[src/rtl/piso_serializer_pkg.sv]
// Shared definitions for the parallel-in / serial-out serializer:
// FSM state encodings and parameter defaults.
package piso_serializer_pkg;

  typedef enum logic [1:0] {
    ST_IDLE  = 2'd0,
    ST_SHIFT = 2'd1,
    ST_DONE  = 2'd2
  } state_e;

  localparam int DEFAULT_WIDTH     = 8;
  localparam bit DEFAULT_MSB_FIRST = 1'b1;

  // Counter must hold 0..width inclusive.
  function automatic int cnt_width(input int width);
    return $clog2(width + 1);
  endfunction

endpackage

[src/rtl/piso_serializer_mux2_dff_sync.sv]
// One shift-register stage: 2:1 mux (shift vs. load) into a flop with
// synchronous active-high reset.
module mux2_dff_sync (
  input  logic clk,
  input  logic rst,
  input  logic i_sel,
  input  logic i_d0,
  input  logic i_d1,
  output logic o_q
);

  logic r_q;

  // Stage flop: reset, else load (i_sel=1) or shift (i_sel=0).
  always_ff @(posedge clk) begin
    if (rst) begin
      r_q <= 1'b0;
    end else begin
      r_q <= i_sel ? i_d1 : i_d0;
    end
  end

  assign o_q = r_q;

endmodule

[src/rtl/piso_serializer.sv]
// Parallel-in / serial-out serializer: accepts a WIDTH-bit word when ready,
// emits it one bit per cycle, then pulses done for one cycle.
module piso_serializer
  import piso_serializer_pkg::*;
#(
  parameter int WIDTH     = DEFAULT_WIDTH,
  parameter bit MSB_FIRST = DEFAULT_MSB_FIRST
) (
  input  logic             clk,
  input  logic             rst,
  input  logic [WIDTH-1:0] din,
  input  logic             load,
  output logic             ready,
  output logic             sout,
  output logic             sout_valid,
  output logic             done
);

  localparam int CW    = cnt_width(WIDTH);
  localparam int FIRST = MSB_FIRST ? WIDTH - 1 : 0;

  state_e          r_state;
  logic [CW-1:0]   r_cnt;
  logic            r_ready;
  logic            r_sout;
  logic            r_valid;
  logic            r_done;

  logic [WIDTH-1:0] w_sreg;
  logic [WIDTH-1:0] w_up_sreg;
  logic [WIDTH-1:0] w_up_din;
  logic             w_accept;

  assign w_accept = r_ready & load & ~rst;

  // The first bit goes straight from din to the output register, so the
  // register holds the word already advanced by one position; each stage
  // takes its upstream neighbour on both the load and the shift path.
  for (genvar i = 0; i < WIDTH; i++) begin : g_stage
    if (MSB_FIRST) begin : g_msb
      if (i == 0) begin : g_edge
        assign w_up_sreg[i] = 1'b0;
        assign w_up_din[i]  = 1'b0;
      end else begin : g_mid
        assign w_up_sreg[i] = w_sreg[i-1];
        assign w_up_din[i]  = din[i-1];
      end
    end else begin : g_lsb
      if (i == WIDTH - 1) begin : g_edge
        assign w_up_sreg[i] = 1'b0;
        assign w_up_din[i]  = 1'b0;
      end else begin : g_mid
        assign w_up_sreg[i] = w_sreg[i+1];
        assign w_up_din[i]  = din[i+1];
      end
    end

    mux2_dff_sync u_stage (
      .clk  (clk),
      .rst  (rst),
      .i_sel(w_accept),
      .i_d0 (w_up_sreg[i]),
      .i_d1 (w_up_din[i]),
      .o_q  (w_sreg[i])
    );
  end

  // FSM, bit counter and registered outputs.
  always_ff @(posedge clk) begin
    if (rst) begin
      r_state <= ST_IDLE;
      r_cnt   <= {CW{1'b0}};
      r_ready <= 1'b0;
      r_sout  <= 1'b0;
      r_valid <= 1'b0;
      r_done  <= 1'b0;
    end else begin
      case (r_state)
        ST_IDLE: begin
          r_done <= 1'b0;
          if (w_accept) begin
            r_state <= ST_SHIFT;
            r_cnt   <= {CW{1'b0}};
            r_ready <= 1'b0;
            r_valid <= 1'b1;
            r_sout  <= din[FIRST];
          end else begin
            r_ready <= 1'b1;
            r_valid <= 1'b0;
            r_sout  <= 1'b0;
          end
        end
        ST_SHIFT: begin
          r_ready <= 1'b0;
          if (r_cnt == CW'(WIDTH - 1)) begin
            r_state <= ST_DONE;
            r_cnt   <= CW'(WIDTH);
            r_valid <= 1'b0;
            r_sout  <= 1'b0;
            r_done  <= 1'b1;
          end else begin
            r_cnt   <= r_cnt + CW'(1);
            r_sout  <= w_sreg[FIRST];
            r_valid <= 1'b1;
            r_done  <= 1'b0;
          end
        end
        ST_DONE: begin
          r_state <= ST_IDLE;
          r_ready <= 1'b1;
          r_valid <= 1'b0;
          r_sout  <= 1'b0;
          r_done  <= 1'b0;
        end
        default: begin
          r_state <= ST_IDLE;
          r_cnt   <= {CW{1'b0}};
          r_ready <= 1'b0;
          r_valid <= 1'b0;
          r_sout  <= 1'b0;
          r_done  <= 1'b0;
        end
      endcase
    end
  end

  assign ready      = r_ready;
  assign sout       = r_sout;
  assign sout_valid = r_valid;
  assign done       = r_done;

endmodule

[config.mk]
export PLATFORM = sky130hd
export DESIGN_NAME = piso_serializer
export DESIGN_NICKNAME = d
export VERILOG_FILES = /design/src/rtl/piso_serializer_pkg.sv /design/src/rtl/piso_serializer_mux2_dff_sync.sv /design/src/rtl/piso_serializer.sv
export SDC_FILE = /design/constraint.sdc
export NUM_CORES = 1
export LEC_CHECK = 0
export BUFFER_PORTS_ARGS = -buffer_cell sky130_fd_sc_hd__buf_2
export CORE_MARGIN = 1
export CORE_UTILIZATION = 44
export DETAILED_ROUTE_END_ITERATION = 8
export PLACE_DENSITY = 0.74
export REMOVE_ABC_BUFFERS = 1
export SLEW_MARGIN = 10
export SYNTH_ARGS = -nofsm -noshare
export SYNTH_HDL_FRONTEND = slang
export SYNTH_SLANG_ARGS = --single-unit
[constraint.sdc]
create_clock -name clk -period 1.1 [get_ports clk]
set_input_delay 0.055 -clock clk [delete_from_list [all_inputs] [get_ports clk]]
set_output_delay 0.055 -clock clk [all_outputs]
set_load 0.01 [all_outputs]
Yosys cells after proc, flatten, opt, wreduce, memory -nomap -nowiden

Index checks and enable logic that the tools add are counted.

$add $sub $neg: 1
Multiply operators: 0
Divide/modulo/power cells: 0
Magnitude comparators: 0
Equality and inequality tests: 5
Shifts and indexed selects: 0
Multiplexer cells: 21
Bitwise operators: 6
Reductions and logical operators: 5

Operator list:

| operator                                                                 | count |
|---|---|
| 1-bit two-way mux                                                        | 12 |
| 4-bit one-hot mux with 3 select lines                                    | 1 |
| 4-bit two-way mux                                                        | 2 |
| 1-bit one-hot mux with 2 select lines                                    | 3 |
| 4-bit by 1-bit adder with 4-bit output (second input constant)           | 1 |
| 4-bit by 3-bit == test with 1-bit output (second input constant)         | 1 |
| 2-bit two-way mux                                                        | 2 |
| 1-bit NOT                                                                | 4 |
| 2-bit one-hot mux with 2 select lines                                    | 1 |
| 2-bit AND reduction                                                      | 2 |
| 2-bit OR reduction                                                       | 2 |
| 1-bit AND                                                                | 2 |
| 2-bit by 1-bit == test with 1-bit output (second input constant)         | 1 |
| 2-bit == test (second input constant)                                    | 1 |
| 2-bit zero test                                                          | 1 |
| 2-bit by 1-bit inequality test with 1-bit output (second input constant) | 1 |
| 2-bit inequality test (second input constant)                            | 1 |

Register bits after elaboration: 17
Bits in latches: 0
Bits in writable memories: 0
Memory bits (read-only): 0
Input bits: 11
Output and inout port bits: 4
Word-level logic and storage cells: 51
Memories kept: 0

Longest topological paths before layout

Gate-level depths: netlist (run 1).

Word-level depth: 4
Depth in mapped cells: 4
Depth with buffers taken out: 4

By module

Synthesis (run 1) repeated with hierarchy kept, for this count alone.

Cell total of the unflattened synthesis: 66
Area total of the unflattened synthesis: 698.2 um^2

By module, submodules not included:

| module          | instances | cells an instance | area an instance (um^2) |
|---|---|---|---|
| piso_serializer | 1         | 42                | 427.9 |
| mux2_dff_sync   | 8         | 3                 | 33.8 |

Worst setup path after synthesis (run 1)

Ideal clock, no wire load.

Path type: register -> register
Start point: register r_state[0]
End point: register r_cnt[3]
Arrival time: 1,085 ps
Data required time: 1,042 ps
Setup slack: -43 ps
Stages on the path, launching flop included: 4
Buffers on the path: 0
Clock period less this slack: 1,143 ps
Path through: dfxtp_1 > or3b_4 > nor4b_2 > a211o_1

Cells in the longest elaborated chain, start to end: 3

RTL lines:

| what                                                                                           | RTL line              | source |
|---|---|---|
| start, declared                                                                                | piso_serializer.sv:22 | `state_e r_state;` |
| start signal, assigned                                                                         | piso_serializer.sv:71 | `r_state <= ST_IDLE;` |
| start signal, assigned                                                                         | piso_serializer.sv:82 | `r_state <= ST_SHIFT;` |
| start signal, assigned                                                                         | piso_serializer.sv:96 | `r_state <= ST_DONE;` |
| 2-bit zero test / 2-bit == test (equally long branches)                                        | piso_serializer.sv:78 | `case (r_state)` |
| 2-bit by 1-bit inequality test with 1-bit output (no line) / 1-bit NOT (equally long branches) | -                     |  |
| 2-bit AND reduction (no line)                                                                  | -                     |  |
| end signal, assigned                                                                           | piso_serializer.sv:72 | `r_cnt <= {CW{1'b0}};` |
| end signal, assigned                                                                           | piso_serializer.sv:83 | `r_cnt <= {CW{1'b0}};` |
| end signal, assigned                                                                           | piso_serializer.sv:97 | `r_cnt <= CW'(WIDTH);` |
| end, declared                                                                                  | piso_serializer.sv:23 | `logic [CW-1:0] r_cnt;` |

Several ways; a longest one is shown, not always the timed one.
A chain may end at the register's enable or synchronous reset.

Worst setup path after layout (run 1)

Same ends and word-level chain as after synthesis.

==> results_dict.tcl, run 1 <==
set metrics [dict create \
    cap_violations 0 \
    num_vias 637 \
    crit_type "reg2reg" \
    drt_iter0_drc 15 \
    diodes 0 \
    crit_buf_inv 0 \
    final_nets 118 \
    critPathSlowestCell "dfxtp_4" \
    synthTopCellsByCount "dfxtp_1 (17), nand2_1 (13), a21oi_1 (7)" \
    pre_cts_slack_ns -0.0905 \
    num_rows 13 \
    cp_top_family "simple AND/OR/NAND/NOR gates" \
    hold_viol 0 \
    ir_drop_mv 0.707 \
    setup_viol 1 \
    yosysWarnings 0 \
    grt_usage_pct 21.7 \
    first_pass_iters 4 \
    synth_adder_area_share_pct 1.95 \
    ant_nets 0 \
    r2r_cells 3 \
    clock_skew_ns 0.00902 \
    grt_pass1_vias 491 \
    r2r_end "r_cnt[3]" \
    arrival_ns 1.39 \
    yosysTopAreaCell "dfxtp_1" \
    max_freq_mhz 870 \
    synth_cell_types 22 \
    die_w_um 40.2 \
    vias_per_cell 5.31 \
    area_growth_pct 49.2 \
    worst_slew_pin_slew_ns 0.253 \
    slowest_delay_ns 0.38 \
    worstPathMaxFanout 6 \
    power_density_nw_per_um2 1200 \
    cts_buffers 3 \
    outcome "finished, violations left" \
    die_h_um 40.2 \
    dieArea_sq_um 1620 \
    io_pins 15 \
    min-delay-start "din[0]" \
    finalPower_uw 1150 \
    synth.area.mux_share_pct 1.56 \
    max_slew_margin_pct 83.1 \
    path_clk_slew_ns 0.10 \
    synth_xor_area_share_pct 1.36 \
    min_to "g_stage[1].u_stage.o_q" \
    min_path_type "in2reg" \
    violations "negative setup slack" \
    period_share_pct 105 \
    drc 0 \
    gp_congestion 0.739 \
    syn_area_per_cell_sq_um 9.46 \
    min_period_ns 1.15 \
    yosys.cell_count.top_type "dfxtp_1" \
    async_reset_ff_share_pct 0 \
    nFillCells 92 \
    synth_top_cell_area_share_pct 52.9 \
    clockBufferDepth 2 \
    synth_flop_cell "dfxtp_1" \
    initial_core_util_pct 48.2 \
    synth_edf_count 0 \
    grt_pass1_wl_mm 2.13 \
    place_hpwl_um 996 \
    yosysSeqAreaShare_pct 52.9 \
    h-tree-depth 1 \
    tritoncts "done" \
    required_ns 1.34 \
    cp-start-kind "flip-flop" \
    antenna_found_initial 0 \
    wire_per_inst_um 13.3 \
    coreArea_sq_um 1330 \
    synth_top_family_by_area "simple AND/OR/NAND/NOR gates" \
    synth-simple-area-share_pct 28.2 \
    finalSetupTns_ns -0.0499 \
    wl_mm 1.60 \
    portBuffers 14 \
    rrSetupSlack_ns -0.05 \
    slew_viol_final 0 \
    cts_sinks 17 \
    leakagePower_uw 0.000424 \
    worstReg2RegStart "r_state[0]" \
    fin_ws_ns -0.0499 \
    hold_depth 2 \
    path_cells "or3b_4, nor4b_2, a211o_1" \
    synthesis.area_sq_um 643 \
    synth_compound_area_share_pct 12.3 \
    end_kind "flip-flop" \
    overflow 0 \
    grt_setup_unrepaired "true" \
    clockRootBuffer "clkbuf_4" \
    clk_latency_ns 0.29 \
    synth_area_leaders "dfxtp_1 (53%), nand2_1 (7.6%), a21oi_1 (5.4%)" \
    drive_above_1_share_pct 40.0 \
    postSynthCellCount 68 \
    grt_max_degree 11 \
    synth_seq_cells 17 \
]
==> layout make-up <==
| type | instances | area (sq um) | share of cell area, % |
|---|---|---|---|
| tap | 15 | 18.8 | 1.96 |
| clock buffer | 4 | 26.3 | 2.74 |
| inverter | 1 | 3.75 | 0.391 |
| timing repair buffer | 35 | 245 | 25.6 |
| multi-input combinational | 48 | 317 | 33.0 |
| sequential | 17 | 349 | 36.4 |
==> stage by stage <==
step | hold WS [ns] | instance area [sq um] | cells | utilization [%]
after floorplan | 0.124 | 636 | 66 | -
after CTS | 0.00786 | 938 | 120 | 70.4
after global placement | 0.297 | 822 | 108 | 61.6
after global routing | 0.000453 | 960 | 120 | 72.0
final | 0.0121 | 960 | 120 | 72.0
after detailed placement | 0.300 | 822 | 108 | 61.6
==> placed cells by master, fill, tap and decap left out, types with 4 or more instances in the layout <==
master / n
buf_2: 14
a21oi_1: 7
dfxtp_1: 12
nand2_1: 13
buf_4: 14
dfxtp_2: 4
dlygate4sd3_1: 7
==> power breakdown <==
group	internal, uW	switching [uW]	leakage [uW]
Clock	141	195	0.0000150
Combinational	89.7	71.3	0.000268
Sequential	640	13.3	0.000141
==> metal layers <==
layer  up-vias  wire [um]  GRT usage (%)
met5         -          0              0
met4         0         56           16.7
met3        11         75           7.22
met2        27        792           33.5
met1       285        674           24.4
li1        314          -              -
==> flip-flops by register name, summed over array words and instances (netlist names) <==
signal,flops
done,1
g_stage.u_stage.o_q,7
r_cnt,4
r_state,2
ready,1
sout,1
sout_valid,1
==> logic make-up after synthesis <==
| family | count (synthesis) |
|---|---|
| adders and majority gates | 1 |
| muxes | 1 |
| xor gates and xnor gates | 1 |
| AOI/OAI and AO/OA | 12 |
| and+or+nand+nor | 33 |
| DFF | 17 |
| buffers and inverters | 3 |
==> worst register-to-register path: stages, from the launching register on <==
cell and delay (ns):
dfxtp_4 0.38, or3b_4 0.38, nor4b_2 0.21, a211o_1 0.12
==> what timing repair did <==
| action | CTS | global route |
|---|---|---|
| hold buffers | 7 | 0 |
| pin swaps | 3 | 0 |
| buffers inserted | 2 | 0 |
| endpoints found under the setup margin | 6 | 10 |
| endpoints found under the hold margin | 7 | 0 |
| gates resized for setup | 6 | 5 |
==> worst max path at each step <==
stage	start	endpoint	slack (ns)	cells after the start
floorplan	r_state[0]	r_cnt[3]	-0.04	3
detailed placement	r_state[1]	r_cnt[3]	-0.09	4
global route	r_state[0]	r_cnt[3]	-0.06	3
global placement	r_state[0]	r_cnt[3]	-0.04	3
finish	r_state[0]	r_cnt[3]	-0.05	3
CTS	r_state[0]	r_cnt[3]	-0.04	3
No activity file was read; power rests on OpenSTA's default activity.
==> inputs of run 2 (changes only) <==
--- a/config.mk
+++ b/config.mk
@@ -6,11 +6,13 @@
 export NUM_CORES = 1
 export LEC_CHECK = 0
 export BUFFER_PORTS_ARGS = -buffer_cell sky130_fd_sc_hd__buf_2
+export CAP_MARGIN = 20
 export CORE_MARGIN = 1
 export CORE_UTILIZATION = 44
 export DETAILED_ROUTE_END_ITERATION = 8
 export PLACE_DENSITY = 0.74
 export REMOVE_ABC_BUFFERS = 1
+export SETUP_SLACK_MARGIN = 0.02
 export SLEW_MARGIN = 10
 export SYNTH_ARGS = -nofsm -noshare
 export SYNTH_HDL_FRONTEND = slang
==> results_dict.tcl, run 2 (same netlist as run 1, synthesis figures left out) <==
set metrics [dict create \
    largest_reg_flops 7 \
    overflow 0 \
    path_clk_slew_ns 0.10 \
    clk_latency_ns 0.29 \
    slew_viol_final 0 \
    drt_iter0_drc 8 \
    period_share_pct 104 \
    diodes 0 \
    tritoncts "done" \
    cap_violations 0 \
    vias_per_cell 5.23 \
    worstPathMaxFanout 6 \
    required_ns 1.34 \
    place_hpwl_um 996 \
    initial_core_util_pct 48.2 \
    slowest_delay_ns 0.38 \
    utilization_pct 72.5 \
    met1_length_um 712 \
    coreArea_sq_um 1330 \
    antenna_found_initial 0 \
    wl_met3_um 40 \
    r2r_end "r_cnt[3]" \
    crit_path_start "r_state[0]" \
    io_pins 15 \
    critPathSlowestCell "dfxtp_4" \
    grt_usage_pct 21.8 \
    min_path_type "in2reg" \
    worstReg2RegStart "r_state[0]" \
    hold_viol 0 \
    clock_skew_ns 0.00842 \
    cp-start-kind "flip-flop" \
    end_kind "flip-flop" \
    final_cell_mix "buf_2 (14), buf_4 (14), nand2_1 (13), dfxtp_1 (12)" \
    first_pass_iters 4 \
    route.met2.wl_um 808 \
    h-tree-depth 1 \
    grt_pass1_wl_mm 2.14 \
    gp_congestion 0.739 \
    nFillCells 90 \
    max_freq_mhz 873 \
    setup_viol 1 \
    max_slew_margin_pct 83.0 \
    drive_above_1_share_pct 41.0 \
    path_cells "or3b_4, nor4b_2, a211o_1" \
    final_nets 118 \
    top_layer_used "met4" \
    grt_max_degree 11 \
    hold_slack_ns 0.0114 \
    placed_area_sq_um 822 \
    crit_path_end "r_cnt[3]" \
    power_density_nw_per_um2 1190 \
    min_period_ns 1.15 \
    clockBufferDepth 2 \
    dieArea_sq_um 1620 \
    cts_sinks 17 \
    fin_ws_ns -0.0453 \
    rrSetupSlack_ns -0.05 \
    portBuffers 14 \
    worst_slew_pin_slew_ns 0.254 \
    num_vias 627 \
    wire_per_inst_um 13.3 \
    design_area_sq_um 967 \
    regArea_sq_um 349 \
    die_h_um 40.2 \
    arrival_ns 1.39 \
    grt_pass1_vias 498 \
    crit_type "reg2reg" \
    area_growth_pct 50.4 \
    violations "negative setup slack" \
    wl_mm 1.60 \
    num_rows 13 \
    outcome "finished, violations left" \
    leakagePower_uw 0.000426 \
    grt_setup_unrepaired "true" \
    finalPower_uw 1160 \
    multi_input_area_sq_um 324 \
    drc 0 \
    pre_cts_slack_ns -0.0905 \
    ir_drop_mv 0.709 \
    cts_buffers 3 \
    r2r_cells 3 \
    die_w_um 40.2 \
    clockRootBuffer "clkbuf_4" \
    ant_nets 0 \
]
run 2: metrics by stage:
stage | std cells | TNS (ns)
global route | 120 | -0.0774
detailed placement | 108 | -0.0994
finish | 120 | -0.0453
CTS | 120 | -0.0377
floorplan | 66 | -0.0429
global placement | 108 | -0.0518
run 2: power by group:
part	internal [uW]	leakage (uW)	switching [uW]
registers	640	0.000141	13.0
logic	91.6	0.000270	72.3
clock network	141	0.0000150	197
total	873	0.000426	282
run 2: worst min path at each step:
stage	from	endpoint	slack, ns	depth (start not counted)
3_5_place_dp	din[5]	g_stage[6].u_stage.o_q	0.30	3
6_report	din[0]	g_stage[1].u_stage.o_q	0.01	2
2_1_floorplan	rst	g_stage[2].u_stage.o_q	0.12	1
3_3_place_gp	din[4]	g_stage[5].u_stage.o_q	0.30	3
5_1_grt	din[0]	g_stage[1].u_stage.o_q	0.0005	2
4_1_cts	rst	sout_valid	0.008	2
run 2: cell type report:
type                    instances  area share [%]
inverters                       1           0.388
well taps                      15            1.94
repair buffers                 35            25.4
flip-flops and latches         17            36.1
multi-input cells              48            33.5
clock buffers                   4            2.72
run 2: metal layers:
metal  track usage (%)  vias up
li1                  -      316
met1              24.1      294
met2              34.3       11
met3              7.22        6
met4              16.7        0
met5                 0        -
run 2: timing repair:
action	in CTS	in global routing
setup endpoints to repair	8	11
pin swaps	3	0
hold endpoints to repair	7	0
setup buffers	2	0
hold buffers	7	0
cloned	0	0
resized for setup	8	5
run 2: worst max-delay path, delay by kind of cell, from the launching register on:
| kind | cells | cell delay, ns |
|---|---|---|
| AO/OA/AOI/OAI | 1 | 0.12 |
| AND/OR/NAND/NOR | 2 | 0.59 |
| flip-flops | 1 | 0.38 |
==> inputs of run 3 (changes only) <==
==> constraint.sdc (replaced) <==
create_clock -name clk -period 0.95 [get_ports clk]
set_input_delay 0.0475 -clock clk [delete_from_list [all_inputs] [get_ports clk]]
set_output_delay 0.0475 -clock clk [all_outputs]
set_load 0.01 [all_outputs]
==> results_dict.tcl, run 3 (same netlist as run 1, synthesis figures left out) <==
set metrics [dict create \
    min_path_type "in2reg" \
    max_slew_margin_pct 84.2 \
    end_kind "flip-flop" \
    first_pass_iters 3 \
    diodes 0 \
    max_freq_mhz 856 \
    slew_viol_final 0 \
    use_met2_pct 45.2 \
    dp_cells 113 \
    cap_violations 0 \
    finalPower_uw 1420 \
    portBuffers 14 \
    clock_skew_ns 0.00404 \
    busiest_layer "met2" \
    design_area_sq_um 1100 \
    leakagePower_uw 0.000466 \
    dieArea_sq_um 1620 \
    min_period_ns 1.17 \
    grt_max_degree 11 \
    num_vias 659 \
    clockBufferDepth 2 \
    layout.cells.non_filler 125 \
    pwr-share-clk_pct 28.2 \
    cts_sinks 17 \
    io_pins 15 \
    critPathSlowestCell "or3b_4" \
    final_cell_mix "buf_4 (15), buf_2 (13), dfxtp_1 (12), a21oi_2 (7), dlygate4sd3_1 (7)" \
    utilization_pct 82.5 \
    outcome "finished, violations left" \
    grt_pass1_vias 613 \
    num_rows 13 \
    grt_pass1_wl_mm 2.80 \
    coreArea_sq_um 1330 \
    cp-start-kind "flip-flop" \
    antenna_found_initial 0 \
    grt_setup_unrepaired "true" \
    final_common_cell "buf_4" \
    vias_per_cell 5.27 \
    required_ns 1.20 \
    worstReg2RegStart "r_state[0]" \
    grt_util_met1_pct 32.4 \
    hold_viol 0 \
    arrival_ns 1.42 \
    final_nets 123 \
    tritoncts "done" \
    drive_above_1_share_pct 57.3 \
    place_hpwl_mm 1.11 \
    slowest_delay_ns 0.41 \
    setup_viol 15 \
    ir_drop_mv 0.869 \
    ant_nets 0 \
    pwr-share-seq_pct 53.4 \
    initial_core_util_pct 48.2 \
    die_h_um 40.2 \
    groute.layer.met3.usage_pct 5.56 \
    period_share_pct 123 \
    path_cells "or3b_4, nor4b_4, a211o_1" \
    largest_reg_flops 7 \
    rrSetupSlack_ns -0.22 \
    cts_buffers 3 \
    worst_slew_pin_slew_ns 0.237 \
    gp_congestion 0.748 \
    h-tree-depth 1 \
    clk_latency_ns 0.30 \
    wire_per_inst_um 16.4 \
    switching_share_pct 26.3 \
    power_switching_uw 374 \
    pwr-share-comb_pct 18.5 \
    die_w_um 40.2 \
    fin_ws_ns -0.219 \
    drt_iter0_drc 14 \
    clockRootBuffer "clkbuf_4" \
    grt_usage_pct 27.4 \
    wl_mm 2.05 \
    crit_path_start "r_state[0]" \
    internal-power_uw 1050 \
    placed_area_sq_um 860 \
    path_clk_slew_ns 0.10 \
    violations "negative setup slack" \
    min-delay-start "rst" \
    overflow 0 \
    power_density_nw_per_um2 1290 \
    worstPathMaxFanout 3 \
    drc 0 \
    crit_type "reg2reg" \
    area_growth_pct 71.0 \
]
[run 3: power by group through the flow]
stage,Sequential (uW),Clock (uW),Combinational [uW]
after global placement,768,0,164
after floorplan,775,0,61.8
after CTS,759,417,234
after detailed placement,770,0,169
final,759,401,263
after global routing,763,441,276
[run 3: path summary, 6_finish.rpt]
check / endpoint / depth (start not counted)
worst max-delay path: r_cnt[3] / 3
worst min-delay path: g_stage[4].u_stage.o_q / 3
worst max register to register: r_cnt[3] / 3
worst min register to register: g_stage[7].u_stage.o_q / 2
[run 3: final cells by class]
type | count | area [sq um]
Clock buffer | 4 | 26.3
Fill cell | 79 | 234
Inverter | 1 | 3.75
Multi-Input combinational cell | 48 | 398
Sequential cell | 17 | 349
Tap cell | 15 | 18.8
Timing Repair Buffer | 40 | 304
[run 3: routing by layer]
metal | wire length (um) | part of all wire [%]
met4 | 57 | 2.8
met2 | 1010 | 49
met5 | 0 | 0
met1 | 931 | 45
met3 | 46 | 2.2
[run 3: worst max-delay path, delay by kind of cell (launching register included)]
kind / cells / cell delay, ns
AO/OA/AOI/OAI: 1 / 0.12
AND/OR/NAND/NOR: 2 / 0.63
flip-flops: 1 / 0.37
[run 3: repair_timing]
| action | 4_1_cts | 5_1_grt |
|---|---|---|
| endpoints found under the hold margin | 6 | 1 |
| setup buffers | 3 | 0 |
| hold buffers | 6 | 1 |
| resized for setup | 27 | 10 |
| pin swaps | 13 | 15 |
| endpoints found under the setup margin | 17 | 16 |
[run 3: metrics by stage]
| step | setup TNS (ns) | setup slack, ns | hold slack, ns |
|---|---|---|---|
| after CTS | -1.21 | -0.222 | 0.00192 |
| after detailed placement | -1.86 | -0.253 | 0.293 |
| after global routing | -2.38 | -0.256 | 0.0880 |
| after global placement | -1.46 | -0.186 | 0.289 |
| final | -1.76 | -0.219 | 0.105 |
| after floorplan | -0.765 | -0.193 | 0.117 |
